### config.mk
export PLATFORM = sky130hd
export DESIGN_NAME = mem_wb
export DESIGN_NICKNAME = d
export VERILOG_FILES = /design/src/rtl/mem_wb.sv
export SDC_FILE = /design/constraint.sdc
export NUM_CORES = 1
export LEC_CHECK = 0
export ABC_AREA = 1
export CORE_MARGIN = 2
export CORE_UTILIZATION = 45
export DETAILED_ROUTE_END_ITERATION = 10
export PLACE_DENSITY = 0.91
export REMOVE_ABC_BUFFERS = 1
export SLEW_MARGIN = 0
export SYNTH_ARGS = -nofsm -noshare
export SYNTH_HDL_FRONTEND = slang
export SYNTH_SLANG_ARGS = --single-unit
### constraint.sdc
create_clock -name clk -period 1.5 [get_ports clk]
set_input_delay 0.15 -clock clk [delete_from_list [all_inputs] [get_ports clk]]
set_output_delay 0.15 -clock clk [all_outputs]
set_load 0.01 [all_outputs]
### src/rtl/mem_wb.sv
// Writeback stage: load/store over a ready/valid data bus plus the register-file write port. ALU results are written 1 cycle after sampling.
// Memory ops hold execute via stall_read until writeback; MEM_WB_TIMEOUT_EN adds an abort counter and a bus_error output.
module mem_wb #(
  parameter int TIMEOUT_CYCLES = 64
) (
  input  logic        clk,
  input  logic        reset,
  input  logic [31:0] wb_result,
  input  logic [31:0] wb_store_data,
  input  logic        wb_mem_write,
  input  logic        wb_mem_to_reg,
  input  logic        wb_alu_to_reg,
  input  logic [4:0]  wb_dest_reg_sel,
  input  logic [1:0]  wb_read_address,
  input  logic [2:0]  mem_alu_operation,
  input  logic        wb_branch,
  input  logic        wb_branch_nxt,
  output logic        dmem_req,
  output logic        dmem_we,
  output logic [31:0] dmem_addr,
  output logic [31:0] dmem_wdata,
  output logic [3:0]  dmem_wstrb,
  input  logic        dmem_ready,
  input  logic        dmem_rvalid,
  input  logic [31:0] dmem_rdata,
  output logic        stall_read,
  output logic        wb_branch_i,
  output logic        wb_branch_nxt_i,
  output logic        rf_we,
  output logic [4:0]  rf_waddr,
  output logic [31:0] rf_wdata,
`ifdef MEM_WB_TIMEOUT_EN
  output logic        bus_error,
`endif
  output logic        misaligned
);

  typedef enum logic [1:0] {IDLE, REQ, RESP} state_t;

  state_t      state, state_nxt;
  logic [2:0]  op_q;
  logic [1:0]  off_q;
  logic [4:0]  rd_q;
  logic        we_q;
  logic [31:0] addr_q, wdata_q;
  logic [3:0]  wstrb_q;
  logic        is_mem, is_store, mis;
  logic [31:0] st_wdata, byte_sh, half_sh, ld_data;
  logic [3:0]  st_wstrb;
  logic        timeout;
  logic        unused_addr_lsbs;

  // Byte offset arrives separately on wb_read_address.
  assign unused_addr_lsbs = ^wb_result[1:0];

  assign is_mem   = wb_mem_to_reg | wb_mem_write;
  assign is_store = wb_mem_write & ~wb_mem_to_reg;

  always_comb begin
    mis = 1'b0;
    case (mem_alu_operation[1:0])
      2'b01:   mis = wb_read_address[0];
      2'b10:   mis = |wb_read_address;
      default: mis = 1'b0;
    endcase
  end

  always_comb begin
    st_wdata = wb_store_data;
    st_wstrb = 4'b1111;
    case (mem_alu_operation[1:0])
      2'b00: begin
        st_wdata = {4{wb_store_data[7:0]}};
        st_wstrb = 4'b0001 << wb_read_address;
      end
      2'b01: begin
        st_wdata = {2{wb_store_data[15:0]}};
        st_wstrb = 4'b0011 << {wb_read_address[1], 1'b0};
      end
      default: ;
    endcase
  end

  assign byte_sh = dmem_rdata >> {off_q, 3'b000};
  assign half_sh = dmem_rdata >> {off_q[1], 4'b0000};

  always_comb begin
    ld_data = dmem_rdata;
    case (op_q)
      3'b000:  ld_data = {{24{byte_sh[7]}}, byte_sh[7:0]};
      3'b001:  ld_data = {{16{half_sh[15]}}, half_sh[15:0]};
      3'b100:  ld_data = {24'h0, byte_sh[7:0]};
      3'b101:  ld_data = {16'h0, half_sh[15:0]};
      default: ld_data = dmem_rdata;
    endcase
  end

`ifdef MEM_WB_TIMEOUT_EN
  localparam int CNT_W = $clog2(TIMEOUT_CYCLES + 1);
  logic [CNT_W-1:0] cnt;
`endif

  always_comb begin
    state_nxt = state;
    timeout   = 1'b0;
    case (state)
      IDLE:    if (is_mem && !mis) state_nxt = REQ;
      REQ:     if (dmem_ready) state_nxt = we_q ? IDLE : RESP;
      RESP:    if (dmem_rvalid) state_nxt = IDLE;
      default: state_nxt = IDLE;
    endcase
`ifdef MEM_WB_TIMEOUT_EN
    // Abort only when the bus made no progress in the final allowed cycle.
    timeout = (state != IDLE) && (state_nxt == state) &&
              (cnt == CNT_W'(TIMEOUT_CYCLES - 1));
    if (timeout) state_nxt = IDLE;
`endif
  end

  assign dmem_req   = (state == REQ);
  assign dmem_we    = dmem_req & we_q;
  assign dmem_addr  = addr_q;
  assign dmem_wdata = wdata_q;
  assign dmem_wstrb = wstrb_q;
  assign stall_read = (state != IDLE);

  always_ff @(posedge clk or negedge reset) begin
    if (!reset) begin
      state           <= IDLE;
      op_q            <= 3'b0;
      off_q           <= 2'b0;
      rd_q            <= 5'b0;
      we_q            <= 1'b0;
      addr_q          <= 32'b0;
      wdata_q         <= 32'b0;
      wstrb_q         <= 4'b0;
      rf_we           <= 1'b0;
      rf_waddr        <= 5'b0;
      rf_wdata        <= 32'b0;
      misaligned      <= 1'b0;
      wb_branch_i     <= 1'b0;
      wb_branch_nxt_i <= 1'b0;
    end else begin
      state      <= state_nxt;
      rf_we      <= 1'b0;
      misaligned <= 1'b0;
      if (state == IDLE) begin
        wb_branch_i     <= wb_branch;
        wb_branch_nxt_i <= wb_branch_nxt;
        if (is_mem) begin
          if (mis) begin
            misaligned <= 1'b1;
          end else begin
            op_q    <= mem_alu_operation;
            off_q   <= wb_read_address;
            rd_q    <= wb_dest_reg_sel;
            we_q    <= is_store;
            addr_q  <= {wb_result[31:2], 2'b00};
            wdata_q <= st_wdata;
            wstrb_q <= is_store ? st_wstrb : 4'b0000;
          end
        end else if (wb_alu_to_reg) begin
          rf_we    <= |wb_dest_reg_sel;
          rf_waddr <= wb_dest_reg_sel;
          rf_wdata <= wb_result;
        end
      end else if (state == RESP && dmem_rvalid && !timeout) begin
        rf_we    <= |rd_q;
        rf_waddr <= rd_q;
        rf_wdata <= ld_data;
      end
    end
  end

`ifdef MEM_WB_TIMEOUT_EN
  always_ff @(posedge clk or negedge reset) begin
    if (!reset) begin
      cnt       <= '0;
      bus_error <= 1'b0;
    end else begin
      bus_error <= timeout;
      if (state == IDLE || state_nxt != state) cnt <= '0;
      else                                     cnt <= cnt + 1'b1;
    end
  end
`endif

endmodule
==> flow_metrics.env <==
export IMPL_min_path_type="primary input to flip-flop"
export IMPL_finalCritPeriodShare_pct=103
export IMPL_cp_arrival_ns=1.85
export IMPL_worst_hold_path_num_cells=4
export IMPL_power_frac_clock_pct=20.1
export IMPL_seqPwrFrac_pct=27.5
export IMPL_grt_busiest_layer="met2"
export IMPL_cts_sinks=120
export IMPL_p_sw_share_pct=39.3
export IMPL_avgSynthCellArea_um2=7.32
export IMPL_multi_input_comb_area_um2=2680
export IMPL_rr_worst_depth=8
export IMPL_clk_pin_slew_ns=0.05
export IMPL_rows=42
export IMPL_n_antenna_cell=0
export IMPL_gp_congestion=0.866
export IMPL_async_reset_ff_share_pct=100
export IMPL_grt_pass1_wl_mm=32.1
export IMPL_criticalPathCategory="flip-flop to flip-flop"
export IMPL_cts_root_buf="clkbuf_16"
export IMPL_clk_insertion_delay_late_ns=0.42
export IMPL_dieWidth_um=120
export IMPL_setup_slack_ns=-0.0476
export IMPL_cts_tree="yes"
export IMPL_drc=0
export IMPL_clock_path_buffers=2
export IMPL_setup_viol=5
export IMPL_yosysSeqAreaShare_pct=49.3
export IMPL_timing_fmax_ghz=0.646
export IMPL_drive_above_1_share_pct=12.1
export IMPL_fin_nets=1207
export IMPL_ys_flop_type="dfrtp_1"
export IMPL_start_util_pct=46.0
export IMPL_status="finished, violations left"
export IMPL_dieArea_um2=14500
export IMPL_overflow=0
export IMPL_drtIter0Drc=891
export IMPL_numPortBuffers=224
export IMPL_period_minus_slack_ns=1.55
export IMPL_hold_viol_final=0
export IMPL_antenna_found_initial=0
export IMPL_grtUsageTotal_pct=28.6
export IMPL_wirelength_mm=21.9
export IMPL_grt_use_met2_pct=47.7
export IMPL_finalPower_mw=21.0
export IMPL_ant_nets=0
export IMPL_syn_area_um2=6090
export IMPL_seq_area_um2=3000
export IMPL_first_global_vias=6584
export IMPL_synth_top_area_cell="dfrtp_1"
export IMPL_slew_viol_final=0
export IMPL_post_synth_num_cell_types=26
export IMPL_vias_per_cell=5.35
export IMPL_cts_buffers=17
export IMPL_wl_per_cell_um=17.1
export IMPL_synth_edf_count=0
export IMPL_htreeDepth=4
export IMPL_combPwrFrac_pct=52.4
export IMPL_power_leakage_nw=5.39
export IMPL_cp_start_kind="flip-flop"
export IMPL_internal_power_mw=12.7
export IMPL_num_vias=6827
export IMPL_n_fill_cell=912
export IMPL_use_met3_pct=8.92
export IMPL_irDropWorstVdd_mv=1.15
export IMPL_ios=227
export IMPL_drv_cap=0
export IMPL_pre_cts_ws_ns=-0.420
export IMPL_use_met1_pct=33.3
export IMPL_core_area_um2=13200
export IMPL_clock_skew_ns=0.00723
export IMPL_violations="negative setup slack"
export IMPL_netlist_instances=832
export IMPL_grt_max_degree=76
export IMPL_areaGrowthSynthToFinish_pct=62.6
export IMPL_path_max_fanout=7
export IMPL_yosys_cell_count_top_type="nand2_1"
export IMPL_synth_warnings=0
export IMPL_p_switching_mw=8.25
export IMPL_drt_pass1_iterations=6
export IMPL_powerDensity_nw_per_um2=2120
export IMPL_critPathCaptureType="flip-flop"
export IMPL_rsz0062_at_grt="yes"
export IMPL_synth_top_cell_area_share_pct=49.3
export IMPL_dp_hpwl_mm=13.9
export IMPL_dieHeight_um=120
export IMPL_cp_data_required_time_ns=1.80
export IMPL_ys_ff_latch=120
export IMPL_fin_setup_tns_ns=-0.0865
export IMPL_yosys_top_cells_count="328 x nand2_1, 120 x dfrtp_1, 78 x inv_1, 73 x a21oi_1, 57 x o21ai_1"
export IMPL_synthTopCellsByArea="dfrtp_1 49%, nand2_1 20%, a21oi_1 6.0%, inv_1 4.8%, o21ai_1 4.7%"
==> sequential cells by signal, summed over array words and instances (netlist names) <==
register / cells
dmem_addr: 30
dmem_wdata: 32
dmem_wstrb: 4
misaligned: 1
off_q: 2
op_q: 3
rd_q: 5
rf_waddr: 5
rf_wdata: 32
rf_we: 1
state: 2
wb_branch_i: 1
wb_branch_nxt_i: 1
we_q: 1
==> cell usage in the layout (no fill, tap or decap), drive strengths merged <==
master | synthesis | routed
clkbuf | 18 | 27
nor2 | 24 | 24
nand2 | 329 | 329
nand3 | 45 | 45
o211ai | 5 | 5
clkdlybuf4s50 | 0 | 166
dlygate4sd2 | 0 | 8
nand3b | 2 | 2
clkinvlp | 0 | 1
buf | 29 | 59
a31o | 1 | 1
bufinv | 0 | 3
nor3 | 4 | 4
bufbuf | 0 | 1
clkinv | 0 | 3
conb | 1 | 2
inv | 82 | 82
dlymetal6s2s | 0 | 46
a21o | 1 | 1
dlygate4sd3 | 0 | 1
dfrtp | 120 | 120
a21oi | 73 | 73
ha | 3 | 3
o21ai | 95 | 95
==> layout make-up <==
class                           count  share of cell area [%]
Tap cell                          176                    2.22
Timing Repair Buffer              284                    31.0
Inverter                           82                    3.16
Multi-Input combinational cell    584                    27.1
Sequential cell                   120                    30.3
Clock buffer                       24                    4.97
Clock inverter                      7                    1.18
==> routing by layer <==
layer / vias to the layer above / wire length, um / part of all wire [%]
li1: 3154 / - / -
met1: 3106 / 8220 / 38
met2: 468 / 10300 / 47
met3: 99 / 2330 / 11
met4: 0 / 1040 / 4.7
met5: - / 0 / 0
==> power by group through the flow <==
stage               Sequential (mW)  Combinational, mW  Clock (mW)
detailed placement             5.76               9.92           0
global placement               5.74               9.63           0
finish                         5.78               11.0        4.21
CTS                            5.77               10.4        4.23
floorplan                      6.35               3.97           0
global route                   5.95               11.8        4.40
==> path summary, 6_finish.rpt <==
path | startpoint | endpoint | slack [ns]
max | state[1] | rf_wdata[19] | -0.05
min | mem_alu_operation[1] | op_q[1] | 0.21
max reg2reg | state[1] | rf_wdata[19] | -0.05
min reg2reg | wb_branch_nxt_i | wb_branch_nxt_i | 0.48
max in group asynchronous | reset | state[1] | 0.85
min in group asynchronous | reset | dmem_addr[16] | 0.25
==> cell families (layout without fill, tap and decap cells) <==
kind of cell               Yosys count  after routing  share of synthesized area [%]
and+or+nand+nor                    404            404                           26.5
AOI/OAI and AO/OA                  175            175                           14.8
buffers and inverters              129            397                           8.79
DFF                                120            120                           49.3
adders and majority gates            3              3                          0.616
other                                1              2                         0.0616
==> what timing repair did <==
item | in CTS | in global routing
buffers inserted | 5 | 3
hold buffers | 1 | 0
setup endpoints to repair | 17 | 135
cloned | 2 | 4
endpoints found under the hold margin | 120 | 0
pin swaps | 1 | 4
resized for setup | 25 | 86
==> per-stage QoR <==
stage,util [%],hold slack (ns),cell area [um^2],cells
2_1_floorplan,-,-0.146,5870,786
3_3_place_gp,66.6,0.155,8820,1232
3_5_place_dp,66.6,0.156,8820,1232
4_1_cts,72.1,0.260,9540,1271
5_1_grt,74.8,0.221,9900,1277
6_report,74.8,0.208,9900,1277
==> worst max-delay path: stages (launching register included) <==
cell     delay (ns)
dfrtp_2        0.44
nor2_4         0.17
inv_4          0.08
o21ai_4        0.17
buf_12         0.17
buf_12         0.15
a21oi_1        0.05
nand2_1        0.12
nand2_1        0.08
Power figures use the tool's default switching activity.
